--- src/rtl/rtc_bus_pkg.sv ---
// Shared types and default timing for the RTC bus sequencer.
// Optional build macro: BUS_TIMEOUT_EN enables the RUN-state watchdog.
package rtc_bus_pkg;

    typedef enum logic [1:0] {
        IDLE = 2'd0,
        RUN  = 2'd1,
        DONE = 2'd2
    } state_t;

    localparam logic [8:0] T_ADR_LO_DEF  = 9'd10;
    localparam logic [8:0] T_ADR_HI_DEF  = 9'd60;
    localparam logic [8:0] T_DAT_LO_DEF  = 9'd170;
    localparam logic [8:0] T_DAT_HI_DEF  = 9'd220;
    localparam logic [8:0] T_BUS_REL_DEF = 9'd260;
    localparam logic [8:0] T_SAMPLE_DEF  = 9'd215;
    localparam logic [8:0] CNT_TERM      = 9'd350;

    localparam int WDOG_W     = 10;
    localparam int WDOG_LIMIT = 512;

endpackage

--- src/rtl/rtc_bus_sequencer_if.sv ---
// Host request, timing-counter and RTC bus signals of the sequencer.
interface rtc_bus_sequencer_if;
    logic       req;
    logic       rw;
    logic [7:0] addr;
    logic [7:0] wdata;
    logic       ready;
    logic       done;
    logic [7:0] rdata;
    logic       err;
    logic       cnt_en;
    logic [8:0] cnt_val;
    logic       cnt_fin;
    logic       cs_n;
    logic       rd_n;
    logic       wr_n;
    logic       ad_n;
    logic [7:0] ad_out;
    logic       ad_oe;
    logic [7:0] ad_in;

    modport master (
        output req, rw, addr, wdata, cnt_val, cnt_fin, ad_in,
        input  ready, done, rdata, err, cnt_en,
        input  cs_n, rd_n, wr_n, ad_n, ad_out, ad_oe
    );

    modport slave (
        input  req, rw, addr, wdata, cnt_val, cnt_fin, ad_in,
        output ready, done, rdata, err, cnt_en,
        output cs_n, rd_n, wr_n, ad_n, ad_out, ad_oe
    );
endinterface

--- src/rtl/rtc_bus_sequencer_bus_watchdog.sv ---
// Free-running RUN-state watchdog; expires on the last cycle of the limit.
module bus_watchdog
    import rtc_bus_pkg::*;
(
    input  logic              clk,
    input  logic              reset,
    input  logic              clear,
    output logic [WDOG_W-1:0] count,
    output logic              expire
);

    always_ff @(posedge clk or negedge reset) begin
        if (!reset) begin
            count <= '0;
        end else if (clear) begin
            count <= '0;
        end else begin
            count <= count + 1'b1;
        end
    end

    assign expire = (count == WDOG_W'(WDOG_LIMIT - 1));

endmodule

--- src/rtl/rtc_bus_sequencer.sv ---
// RTC multiplexed-bus transaction sequencer driven by an external 9-bit counter.
// Optional build macro: BUS_TIMEOUT_EN adds the watchdog and the err flag.
module rtc_bus_sequencer
    import rtc_bus_pkg::*;
#(
    parameter logic [8:0] T_ADR_LO  = T_ADR_LO_DEF,
    parameter logic [8:0] T_ADR_HI  = T_ADR_HI_DEF,
    parameter logic [8:0] T_DAT_LO  = T_DAT_LO_DEF,
    parameter logic [8:0] T_DAT_HI  = T_DAT_HI_DEF,
    parameter logic [8:0] T_BUS_REL = T_BUS_REL_DEF,
    parameter logic [8:0] T_SAMPLE  = T_SAMPLE_DEF
) (
    input  logic clk,
    input  logic reset,
    rtc_bus_sequencer_if.slave bus
);

    if (!(T_ADR_LO < T_ADR_HI && T_ADR_HI < T_DAT_LO &&
          T_DAT_LO < T_SAMPLE && T_SAMPLE < T_DAT_HI &&
          T_DAT_HI < T_BUS_REL && T_BUS_REL < CNT_TERM)) begin : g_bad_order
        $error("rtc_bus_sequencer: phase thresholds out of order");
    end

    state_t     state, state_nxt;
    logic       rw_q;
    logic [7:0] addr_q, wdata_q, shadow_q, rdata_q;
    logic       cs_q, rd_q, wr_q, ad_q, oe_q;
    logic [7:0] out_q;
    logic       err_q, timeout;
    logic       run, accept;
    logic       adr_win, adr_strb, dat_strb, dat_drv;
    logic [8:0] c;

    assign c      = bus.cnt_val;
    assign run    = (state == RUN);
    assign accept = (state == IDLE) && bus.req;

    assign adr_win  = (c != 9'd0) && (c < T_DAT_LO);
    assign adr_strb = (c >= T_ADR_LO) && (c < T_ADR_HI);
    assign dat_strb = (c >= T_DAT_LO) && (c < T_DAT_HI);
    assign dat_drv  = (c >= T_DAT_LO) && (c < T_BUS_REL);

    always_ff @(posedge clk or negedge reset) begin
        if (!reset) state <= IDLE;
        else        state <= state_nxt;
    end

    always_comb begin
        state_nxt = state;
        unique case (state)
            IDLE:    if (bus.req) state_nxt = RUN;
            RUN:     if (bus.cnt_fin || timeout) state_nxt = DONE;
            DONE:    state_nxt = IDLE;
            default: state_nxt = IDLE;
        endcase
    end

    always_ff @(posedge clk or negedge reset) begin
        if (!reset) begin
            rw_q     <= 1'b0;
            addr_q   <= '0;
            wdata_q  <= '0;
            shadow_q <= '0;
            rdata_q  <= '0;
        end else begin
            if (accept) begin
                rw_q    <= bus.rw;
                addr_q  <= bus.addr;
                wdata_q <= bus.wdata;
            end
            if (run && c == T_SAMPLE) shadow_q <= bus.ad_in;
            // Publish on DONE entry so rdata is already valid while done is high.
            if (run && bus.cnt_fin && rw_q) rdata_q <= shadow_q;
        end
    end

    always_ff @(posedge clk or negedge reset) begin
        if (!reset) begin
            cs_q  <= 1'b1;
            rd_q  <= 1'b1;
            wr_q  <= 1'b1;
            ad_q  <= 1'b1;
            oe_q  <= 1'b0;
            out_q <= '0;
        end else begin
            cs_q <= !(run && (adr_strb || dat_strb));
            rd_q <= !(run && rw_q && dat_strb);
            wr_q <= !(run && (adr_strb || (!rw_q && dat_strb)));
            ad_q <= !(run && adr_win);
            oe_q <= run && (adr_win || (!rw_q && dat_drv));
            if (run && adr_win)                 out_q <= addr_q;
            else if (run && !rw_q && dat_drv)   out_q <= wdata_q;
            else                                out_q <= '0;
        end
    end

`ifdef BUS_TIMEOUT_EN
    logic [WDOG_W-1:0] wd_count;
    logic              wd_expire;

    bus_watchdog u_wdog (
        .clk    (clk),
        .reset  (reset),
        .clear  (!run),
        .count  (wd_count),
        .expire (wd_expire)
    );

    assign timeout = wd_expire && (wd_count != '0);

    always_ff @(posedge clk or negedge reset) begin
        if (!reset)                               err_q <= 1'b0;
        else if (accept)                          err_q <= 1'b0;
        else if (run && timeout && !bus.cnt_fin)  err_q <= 1'b1;
    end
`else
    assign timeout = 1'b0;
    assign err_q   = 1'b0;
`endif

    assign bus.ready  = (state == IDLE);
    assign bus.done   = (state == DONE);
    assign bus.cnt_en = run;
    assign bus.rdata  = rdata_q;
    assign bus.err    = err_q;
    assign bus.cs_n   = cs_q;
    assign bus.rd_n   = rd_q;
    assign bus.wr_n   = wr_q;
    assign bus.ad_n   = ad_q;
    assign bus.ad_oe  = oe_q;
    assign bus.ad_out = out_q;

endmodule

--- src/flat_wrapper.sv ---
// flat-port wrapper written by rule: the top's interface ports become plain ports
module rtc_bus_sequencer_flat import rtc_bus_pkg::*;
#(
    parameter logic [8:0] T_ADR_LO  = T_ADR_LO_DEF,
    parameter logic [8:0] T_ADR_HI  = T_ADR_HI_DEF,
    parameter logic [8:0] T_DAT_LO  = T_DAT_LO_DEF,
    parameter logic [8:0] T_DAT_HI  = T_DAT_HI_DEF,
    parameter logic [8:0] T_BUS_REL = T_BUS_REL_DEF,
    parameter logic [8:0] T_SAMPLE  = T_SAMPLE_DEF
)
  (clk, reset, bus_req, bus_rw, bus_addr, bus_wdata, bus_cnt_val, bus_cnt_fin, bus_ad_in, bus_ready, bus_done, bus_rdata, bus_err, bus_cnt_en, bus_cs_n, bus_rd_n, bus_wr_n, bus_ad_n, bus_ad_out, bus_ad_oe);
  rtc_bus_sequencer_if bus_i ();
  input  logic clk;
  input  logic reset;
  input wire logic [$bits(bus_i.req)-1:0] bus_req;
  input wire logic [$bits(bus_i.rw)-1:0] bus_rw;
  input wire logic [$bits(bus_i.addr)-1:0] bus_addr;
  input wire logic [$bits(bus_i.wdata)-1:0] bus_wdata;
  input wire logic [$bits(bus_i.cnt_val)-1:0] bus_cnt_val;
  input wire logic [$bits(bus_i.cnt_fin)-1:0] bus_cnt_fin;
  input wire logic [$bits(bus_i.ad_in)-1:0] bus_ad_in;
  output wire logic [$bits(bus_i.ready)-1:0] bus_ready;
  output wire logic [$bits(bus_i.done)-1:0] bus_done;
  output wire logic [$bits(bus_i.rdata)-1:0] bus_rdata;
  output wire logic [$bits(bus_i.err)-1:0] bus_err;
  output wire logic [$bits(bus_i.cnt_en)-1:0] bus_cnt_en;
  output wire logic [$bits(bus_i.cs_n)-1:0] bus_cs_n;
  output wire logic [$bits(bus_i.rd_n)-1:0] bus_rd_n;
  output wire logic [$bits(bus_i.wr_n)-1:0] bus_wr_n;
  output wire logic [$bits(bus_i.ad_n)-1:0] bus_ad_n;
  output wire logic [$bits(bus_i.ad_out)-1:0] bus_ad_out;
  output wire logic [$bits(bus_i.ad_oe)-1:0] bus_ad_oe;
  assign bus_i.req = bus_req;
  assign bus_i.rw = bus_rw;
  assign bus_i.addr = bus_addr;
  assign bus_i.wdata = bus_wdata;
  assign bus_i.cnt_val = bus_cnt_val;
  assign bus_i.cnt_fin = bus_cnt_fin;
  assign bus_i.ad_in = bus_ad_in;
  assign bus_ready = bus_i.ready;
  assign bus_done = bus_i.done;
  assign bus_rdata = bus_i.rdata;
  assign bus_err = bus_i.err;
  assign bus_cnt_en = bus_i.cnt_en;
  assign bus_cs_n = bus_i.cs_n;
  assign bus_rd_n = bus_i.rd_n;
  assign bus_wr_n = bus_i.wr_n;
  assign bus_ad_n = bus_i.ad_n;
  assign bus_ad_out = bus_i.ad_out;
  assign bus_ad_oe = bus_i.ad_oe;
  rtc_bus_sequencer #(.T_ADR_LO(T_ADR_LO), .T_ADR_HI(T_ADR_HI), .T_DAT_LO(T_DAT_LO), .T_DAT_HI(T_DAT_HI), .T_BUS_REL(T_BUS_REL), .T_SAMPLE(T_SAMPLE)) u_core (.clk(clk), .reset(reset), .bus(bus_i));
endmodule
--- config.mk ---
export PLATFORM = sky130hd
export DESIGN_NAME = rtc_bus_sequencer_flat
export DESIGN_NICKNAME = d
export VERILOG_FILES = /design/src/rtl/rtc_bus_pkg.sv /design/src/rtl/rtc_bus_sequencer_if.sv /design/src/rtl/rtc_bus_sequencer_bus_watchdog.sv /design/src/rtl/rtc_bus_sequencer.sv /design/src/flat_wrapper.sv
export SDC_FILE = /design/constraint.sdc
export NUM_CORES = 1
export LEC_CHECK = 0
export BUFFER_PORTS_ARGS = -buffer_cell sky130_fd_sc_hd__buf_2
export CAP_MARGIN = 40
export CORE_ASPECT_RATIO = 0.9
export CORE_MARGIN = 2
export CORE_UTILIZATION = 53
export CTS_CLUSTER_SIZE = 14
export DETAILED_ROUTE_END_ITERATION = 6
export PLACE_DENSITY_LB_ADDON = 0.1
export SETUP_SLACK_MARGIN = 0.5
export SLEW_MARGIN = 40
export SYNTH_ARGS = -nofsm -noshare
export SYNTH_HDL_FRONTEND = slang
export SYNTH_SLANG_ARGS = --single-unit
--- constraint.sdc ---
create_clock -name clk -period 4.4 [get_ports clk]
set_input_delay 0.22 -clock clk [delete_from_list [all_inputs] [get_ports clk]]
set_output_delay 0.22 -clock clk [all_outputs]
set_load 0.02 [all_outputs]
==> summary.md, run 1 <==
| Metric | Value |
|---|---|
| Status | `finished clean` |
| Final antenna diode count | `0` |
| Max Buffers Root-to-Sink | `2` |
| Worst-path maximum fanout | `19` |
| Via count of the routed design | `approximately 1,300` |
| Synth top area cells | `dfrtp_1 (57%), mux2_2 (19%), dfstp_2 (5.4%), a22o_1 (3.6%), o32ai_4 (1.4%)` |
| Final Wtd Congestion | `around 0.93` |
| Most used standard cell by instance count after synthesis | `dfrtp_1` |
| Total CTS buffers | `5` |
| Worst slew slack as a fraction of its limit | `0.475` |
| Root Buffer Master | `clkbuf_8` |
| Net Count, Synth | `171` |
| Global-route wire length before repair | `roughly 5.7 mm` |
| Synth async-reset ratio | `1.00` |
| Type of the most critical hold path | `input pin to register` |
| Clk sink count | `48` |
| Core Area | `roughly 3500 µm²` |
| Layout Nets | `around 240` |
| Routed vias/inst | `around 5.3` |
| Number of antenna violations at the first check in global routing | `0` |
| Critical path required time | `approximately 4600 ps` |
| Peak ir drop on the vdd network | `0.269 mV` |
| EDFF count, synth | `0` |
| Post-place instance area | `around 2300 µm²` |
| CTS tree | `done` |
| H-Tree Level Count | `2` |
| Share of the synthesized area in the top cell type | `0.567` |
| Fraction of layout instances using a drive strength above 1 | `0.558` |
| Post-route core utilization | `0.688` |
| Final Cycle Share | `0.399` |
| Residual DRC count | `0` |
| Number of top-level design ports | `63` |
| RSZ-0062 raised after global routing | `no` |
| GRT overflow | `0` |
| Clock transition at path regs | `80 ps` |
| Largest net degree at the start of global routing | `49` |
| Final cell area excluding filler cells | `2380 µm²` |
| Share of the yosys chip area belonging to registers | `0.621` |
| Top cell types by occurrence after synthesis | `dfrtp_1 (44), mux2_2 (32), a22o_1 (8)` |
| Cell type contributing the most total cell area after synthesis | `dfrtp_1` |
| Yosys warns | `0` |
| Final max-slew violation count | `0` |
| Kind of critical path | `register to register` |
| Crit path DAT | `a little under 2000 ps` |
| Standard-cell rows | `20` |
| Port buffer count | `a little over 60` |
| Clock insertion delay at the later pin of the skew report | `290 ps` |
| Flip-flop and latch count after synthesis | `48` |
| Mean Syn Cell Area | `~15 µm²` |
| Fmax | `around 0.57 GHz` |
| Overall die area | `roughly 4200 µm²` |
| Final Routed Wirelength | `roughly 3.5 mm` |
| Setup skew after layout | `3.12 ps` |
| # resized after CTS | `0` |
| Final ANT Viol Nets | `0` |
| Main synth FF type | `dfrtp_1` |
| Leakage power | `1.21 nW` |
| Detailed placement HPWL | `around 2.6 mm` |
| TNS Setup | `0 ps` |
| Max-capacitance violation count | `0` |
| Routed wire length per instance | `~15 µm` |
| Chip width | `between 60 and 70 µm` |
| Total iterations of the first detailed-routing run | `4` |
| Post-Syn Instances | `around 130` |
| Vert. Die Dim | `between 60 and 70 µm` |
| Setup crit end kind | `register` |
| Min cycle time layout | `about 1800 ps` |
| Netlist area before placement | `between 1500 and 2000 µm²` |
| Power density normalized to cell area | `about 460 nW/µm²` |
| Initial core utilization | `0.562` |
| Slew @ Worst Pin | `approximately 790 ps` |
| Total setup buffers inserted after CTS | `0` |
| Total of endpoints with negative setup slack in the final report | `0` |
| Overall routing resource usage | `0.193` |
| Synthesis-to-layout area growth | `22.4%` |
| Number of distinct library cell variants in the gate-level netlist after synthesis | `30` |
| Final number of hold-violating endpoints | `0` |
| Detailed Route Iter0 Violations | `133` |
| Type of element launching the critical path | `register` |
| Number of global-route vias before repair | `between 1,000 and 1,500` |
==> what timing repair did <==
item                                    CTS  global route
hold buffers                              1             0
endpoints found under the hold margin    44             0
endpoints found under the setup margin    0             0
==> power breakdown <==
part           leakage [nW]  total (W)  internal (W)  switching [W]
combinational         0.554   0.000248      0.000122       0.000125
sequential            0.612   0.000587      0.000536      0.0000510
clock                0.0445   0.000262      0.000128       0.000135
total                  1.21    0.00110      0.000786       0.000311
==> cell type report <==
type | instances | area, µm²
Tap cell | 44 | 55.1
Timing Repair Buffer | 62 | 318
Clock buffer | 7 | 86.3
Inverter | 4 | 15.0
Sequential cell | 48 | 1210
Fill cell | 255 | 1080
Clock inverter | 1 | 7.51
Multi-Input combinational cell | 77 | 689
==> logic make-up (layout without fill, tap and decap cells) <==
family	after synthesis	after routing	synth area share
AO/OA/AOI/OAI	19	19	0.0896
AND/OR/NAND/NOR	25	25	0.0780
multiplexers	32	32	0.186
buffers and inverters	8	74	0.0238
other	1	1	0.00193
flip-flops	48	48	0.621
==> sequential cells by signal, summed over array words and instances (netlist names), 2 cells and up <==
name               flops
u_core.state           2
u_core.bus.rdata       8
u_core.bus.ad_out      8
u_core.wdata_q         8
u_core.addr_q          8
u_core.shadow_q        8
==> worst paths after layout <==
| path | depth (start not counted) | to | start | slack [ps] |
|---|---|---|---|---|
| setup / recovery | 3 | u_core.wdata_q[0]$_DFFE_PN0P_ | u_core.state[1]$_DFFE_PN0P_ | 2640 |
| hold / removal | 3 | u_core.rw_q$_DFFE_PN0P_ | bus_rw | 140 |
| setup reg to reg | 3 | u_core.wdata_q[0]$_DFFE_PN0P_ | u_core.state[1]$_DFFE_PN0P_ | 2640 |
| hold reg to reg | 1 | u_core.bus.ad_out[2]$_DFF_PN0_ | u_core.addr_q[2]$_DFFE_PN0P_ | 500 |
| max in group asynchronous | 2 | u_core.wdata_q[3]$_DFFE_PN0P_ | reset | 3540 |
| min in group asynchronous | 2 | u_core.shadow_q[7]$_DFFE_PN0P_ | reset | 470 |
==> worst max-delay path: stages, from the launching register on <==
cell and delay [ps]:
dfrtp_1 430, nor2_1 140, and2_1 660, mux2_2 410
==> layout by cell type (no fill, tap or decap), drive strengths merged, types with 4 or more instances in the layout <==
| master | instances |
|---|---|
| a22o | 8 |
| buf | 61 |
| clkbuf | 7 |
| dfrtp | 44 |
| dfstp | 4 |
| inv | 4 |
| mux2 | 32 |
| nand2 | 6 |
| nand3 | 4 |
| nor2 | 5 |
==> metal layers <==
metal  part of all wire  up-vias  global-route usage
met3              0.061        7              0.0713
met1               0.43      638               0.232
met4              0.015        0              0.0600
met5                  0        -                   0
met2               0.50       43               0.328
li1                   -      605                   -
==> metrics by stage <==
| stage | std cells | power (W) | hold slack, ps | setup slack [ps] |
|---|---|---|---|---|
| after floorplan | 133 | 0.000763 | -75.6 | 2680 |
| final | 243 | 0.00110 | 143 | 2640 |
| after CTS | 243 | 0.00111 | 142 | 2610 |
| after global routing | 243 | 0.00116 | 138 | 2520 |
| after detailed placement | 234 | 0.000848 | 258 | 2630 |
| after global placement | 234 | 0.000831 | 432 | 2740 |
Note: power is estimated with default switching activity, not from simulation.
==> inputs of run 2 (changes only) <==
--- a/config.mk
+++ b/config.mk
@@ -9,7 +9,7 @@
 export CAP_MARGIN = 40
 export CORE_ASPECT_RATIO = 0.9
 export CORE_MARGIN = 2
-export CORE_UTILIZATION = 53
+export CORE_UTILIZATION = 45
 export CTS_CLUSTER_SIZE = 14
 export DETAILED_ROUTE_END_ITERATION = 6
 export PLACE_DENSITY_LB_ADDON = 0.1
==> constraint.sdc (replaced) <==
create_clock -name clk -period 1.5 [get_ports clk]
set_input_delay 0.075 -clock clk [delete_from_list [all_inputs] [get_ports clk]]
set_output_delay 0.075 -clock clk [all_outputs]
set_load 0.02 [all_outputs]
==> run 2 against run 1 <==
Wire length increased by 27%; clock skew is 2.2 ps higher; highest routed layer unchanged; critical path depth is 2 higher; non-clock buffer count grew 30; flip-flop and latch count unchanged; critical endpoint is now u_core.bus.ad_out[6]$_DFF_PN0_; setup slack got worse by 2600 ps.
==> summary.md, run 2 (synthesis results as in run 1) <==
| Metric | Value |
|---|---|
| Relative contribution of the clock network to total power | `0.210 (was 0.239)` |
| Total CTS buffers | `5 (unchanged)` |
| Net load switching power | `0.00112 W (was 0.000311 W)` |
| Max stage delay cell, worst path | `dfrtp_2 (was and2_1)` |
| Total iterations of the first detailed-routing run | `4 (unchanged)` |
| Family of cells with the greatest summed delay on the critical path | `compound AO/OA/AOI/OAI gates (was simple AND/OR/NAND/NOR gates)` |
| Initial core utilization | `0.473 (was 0.562)` |
| Final max-slew violation count | `0 (unchanged)` |
| Power share of the combinational group | `0.330 (was 0.226)` |
| Final antenna diode count | `0 (unchanged)` |
| Detailed placement HPWL | `2.79 mm (was 2.59 mm)` |
| Clock insertion delay at the later pin of the skew report | `300 ps (was 290 ps)` |
| Residual DRC count | `0 (unchanged)` |
| CTS tree | `done (unchanged)` |
| Layout Nets | `267 (was 236)` |
| Critical path required time | `1750 ps (was 4580 ps)` |
| Reg power frac | `0.460 (was 0.535)` |
| Synthesis-to-layout area growth | `52.2% (was 22.4%)` |
| Final Wtd Congestion | `0.856 (was 0.929)` |
| Worst path cell trace | `nor3b_4 -> nand2_2 -> o32ai_4 -> clkbuf_16 -> a22o_1 (was nor2_1 -> and2_1 -> mux2_2)` |
| Reg2reg setup slack | `30 ps (was 2640 ps)` |
| Count of buffering cells on the critical path with inverters included | `1 (was 0)` |
| Kind of critical path | `register to register (unchanged)` |
| Type of the most critical hold path | `input pin to register (unchanged)` |
| Hold depth | `2 (was 3)` |
| Fmax | `0.682 GHz (was 0.570 GHz)` |
| Max-capacitance violation count | `0 (unchanged)` |
| Detailed Route Iter0 Violations | `68 (was 133)` |
| Reg2reg path depth | `5 (was 3)` |
| Standard-cell rows | `22 (was 20)` |
| Switching power share of the total | `0.294 (was 0.283)` |
| Routed vias/inst | `5.22 (was 5.32)` |
| Startpoint of the most critical register-to-register path | `u_core.state[1]$_DFFE_PN0P_ (unchanged)` |
| Routed wire length per instance | `16.2 µm (was 14.6 µm)` |
| Number of cells in the design after placement | `241 (was 234)` |
| Total of endpoints with negative setup slack in the final report | `0 (unchanged)` |
| Worst Hold Path EP | `u_core.shadow_q[4]$_DFFE_PN0P_ (was u_core.rw_q$_DFFE_PN0P_)` |
| Min cycle time layout | `1470 ps (was 1760 ps)` |
| Number of global-route vias before repair | `1,466 (was 1,232)` |
| Vert. Die Dim | `66.3 µm (was 61.4 µm)` |
| Critical path's largest stage delay | `440 ps (was 660 ps)` |
| Clock transition at path regs | `90 ps (was 80 ps)` |
| Core Area | `4100 µm² (was 3450 µm²)` |
| Global-route wire length before repair | `7.07 mm (was 5.67 mm)` |
| Via count of the routed design | `1,451 (was 1,293)` |
| Largest net degree at the start of global routing | `30 (was 49)` |
| Total internal power | `0.00269 W (was 0.000786 W)` |
| Clk sink count | `48 (unchanged)` |
| Setup skew after layout | `5.30 ps (was 3.12 ps)` |
| Endpoint of the worst register-to-register path | `u_core.bus.ad_out[6]$_DFF_PN0_ (was u_core.wdata_q[0]$_DFFE_PN0P_)` |
| Leakage power | `1.49 nW (was 1.21 nW)` |
| Final ANT Viol Nets | `0 (unchanged)` |
| Non-filler cells, final | `278 (was 243)` |
| Post-place instance area | `2410 µm² (was 2270 µm²)` |
| Setup crit end kind | `register (unchanged)` |
| Type of element launching the critical path | `register (unchanged)` |
| Max Buffers Root-to-Sink | `2 (unchanged)` |
| GRT overflow | `0 (unchanged)` |
| Chip width | `73.2 µm (was 67.8 µm)` |
| Worst slew slack as a fraction of its limit | `0.599 (was 0.475)` |
| Most common library cell in the layout ignoring fill and taps | `buf_2 (unchanged)` |
| Highest-count cells in the layout ignoring fill and taps | `buf_2 (54), dfrtp_1 (42), mux2_4 (24), dlygate4sd3_1 (16), buf_6 (10) (was buf_2 (60), dfrtp_1 (44), mux2_2 (32), a22o_1 (8), clkbuf_8 (6))` |
| Worst-path maximum fanout | `4 (was 19)` |
| Overall die area | `4860 µm² (was 4160 µm²)` |
| Number of antenna violations at the first check in global routing | `0 (unchanged)` |
| Root Buffer Master | `clkbuf_8 (unchanged)` |
| Final Cycle Share | `0.977 (was 0.399)` |
| Number of top-level design ports | `63 (unchanged)` |
| Final number of hold-violating endpoints | `0 (unchanged)` |
| Worst Min Path Start | `bus_ad_in[4] (was bus_rw)` |
| H-Tree Level Count | `2 (unchanged)` |
| Final Routed Wirelength | `4.49 mm (was 3.54 mm)` |
| Slew @ Worst Pin | `601 ps (was 788 ps)` |
| Overall routing resource usage | `0.200 (was 0.193)` |
| Status | `finished clean (unchanged)` |
| Final cell area excluding filler cells | `2960 µm² (was 2380 µm²)` |
| Fraction of layout instances using a drive strength above 1 | `0.617 (was 0.558)` |
| Port buffer count | `61 (unchanged)` |
| Power density normalized to cell area | `1290 nW/µm² (was 462 nW/µm²)` |
| Peak ir drop on the vdd network | `0.732 mV (was 0.269 mV)` |
| RSZ-0062 raised after global routing | `yes (was no)` |
| Crit path DAT | `1710 ps (was 1930 ps)` |
run 2: changes by cell type in the layout (fill, tap and decap cells not counted), moves of 5 or more:
cell / delta
buf_6: +10
buf_4: +5
mux2_4: +24
dlygate4sd3_1: +15
mux2_2: -24
buf_2: -6
run 2: worst max-delay path by stage:
stage                                startpoint                               to  slack (ps)  depth (start not counted)
floorplan           u_core.state[1]$_DFFE_PN0P_     u_core.addr_q[0]$_DFFE_PN0P_          40                          5
global placement    u_core.state[1]$_DFFE_PN0P_  u_core.bus.rdata[1]$_DFFE_PN0P_          80                          4
detailed placement               bus_cnt_val[2]   u_core.bus.ad_out[1]$_DFF_PN0_          -5                          5
CTS                 u_core.state[0]$_DFFE_PN0P_   u_core.bus.ad_out[0]$_DFF_PN0_          50                          5
global route        u_core.state[1]$_DFFE_PN0P_   u_core.bus.ad_out[3]$_DFF_PN0_         -30                          5
finish              u_core.state[1]$_DFFE_PN0P_   u_core.bus.ad_out[6]$_DFF_PN0_          30                          5
run 2: timing repair:
| action | in CTS | in global routing |
|---|---|---|
| endpoints found under the setup margin | 55 | 55 |
| endpoints found under the hold margin | 26 | 5 |
| resized for setup | 31 | 7 |
| hold buffers | 11 | 5 |
| setup buffers | 6 | 4 |
| gates cloned | 2 | 1 |
| pin swaps | 5 | 15 |
run 2: layer usage:
layer / GRT usage / part of all wire / vias up
li1: - / - / 673
met1: 0.282 / 0.46 / 719
met2: 0.294 / 0.47 / 50
met3: 0.0534 / 0.053 / 9
met4: 0.0741 / 0.017 / 0
met5: 0 / 0 / -
run 2: metrics by stage:
| step | setup TNS [ps] | hold slack, ps | power [W] | worst slack (ps) | util |
|---|---|---|---|---|---|
| 4_1_cts | 0 | 0.369 | 0.00374 | 45.8 | 0.690 |
| 3_3_place_gp | 0 | 59.9 | 0.00263 | 76.9 | 0.588 |
| 6_report | 0 | 5.13 | 0.00381 | 34.2 | 0.721 |
| 3_5_place_dp | -4.78 | 62.6 | 0.00265 | -4.78 | 0.588 |
| 5_1_grt | -99.5 | -3.38 | 0.00400 | -33.9 | 0.721 |
| 2_1_floorplan | 0 | -221 | 0.00238 | 38.8 | - |
run 2: worst reg2reg max path: cells and delay by family (launching register included):
family / cells / cell delay [ps]
AOI/OAI and AO/OA: 2 / 460
and+or+nand+nor: 2 / 320
buffers and inverters: 1 / 210
DFF: 1 / 440
run 2: layout make-up:
| cell class | instances | area, µm² |
|---|---|---|
| clock buffer | 6 | 82.6 |
| timing repair buffer | 92 | 716 |
| tap | 48 | 60.1 |
| sequential | 48 | 1210 |
| inverter | 4 | 15.0 |
| fill | 288 | 1150 |
| multi-input combinational | 78 | 858 |
| clock inverter | 2 | 15.0 |
run 2: power groups by stage:
stage / logic (W) / clock network, W / registers (W)
2_1_floorplan: 0.000570 / 0 / 0.00181
3_3_place_gp: 0.000863 / 0 / 0.00176
3_5_place_dp: 0.000881 / 0 / 0.00177
4_1_cts: 0.00117 / 0.000817 / 0.00175
5_1_grt: 0.00134 / 0.000884 / 0.00178
6_report: 0.00126 / 0.000799 / 0.00175
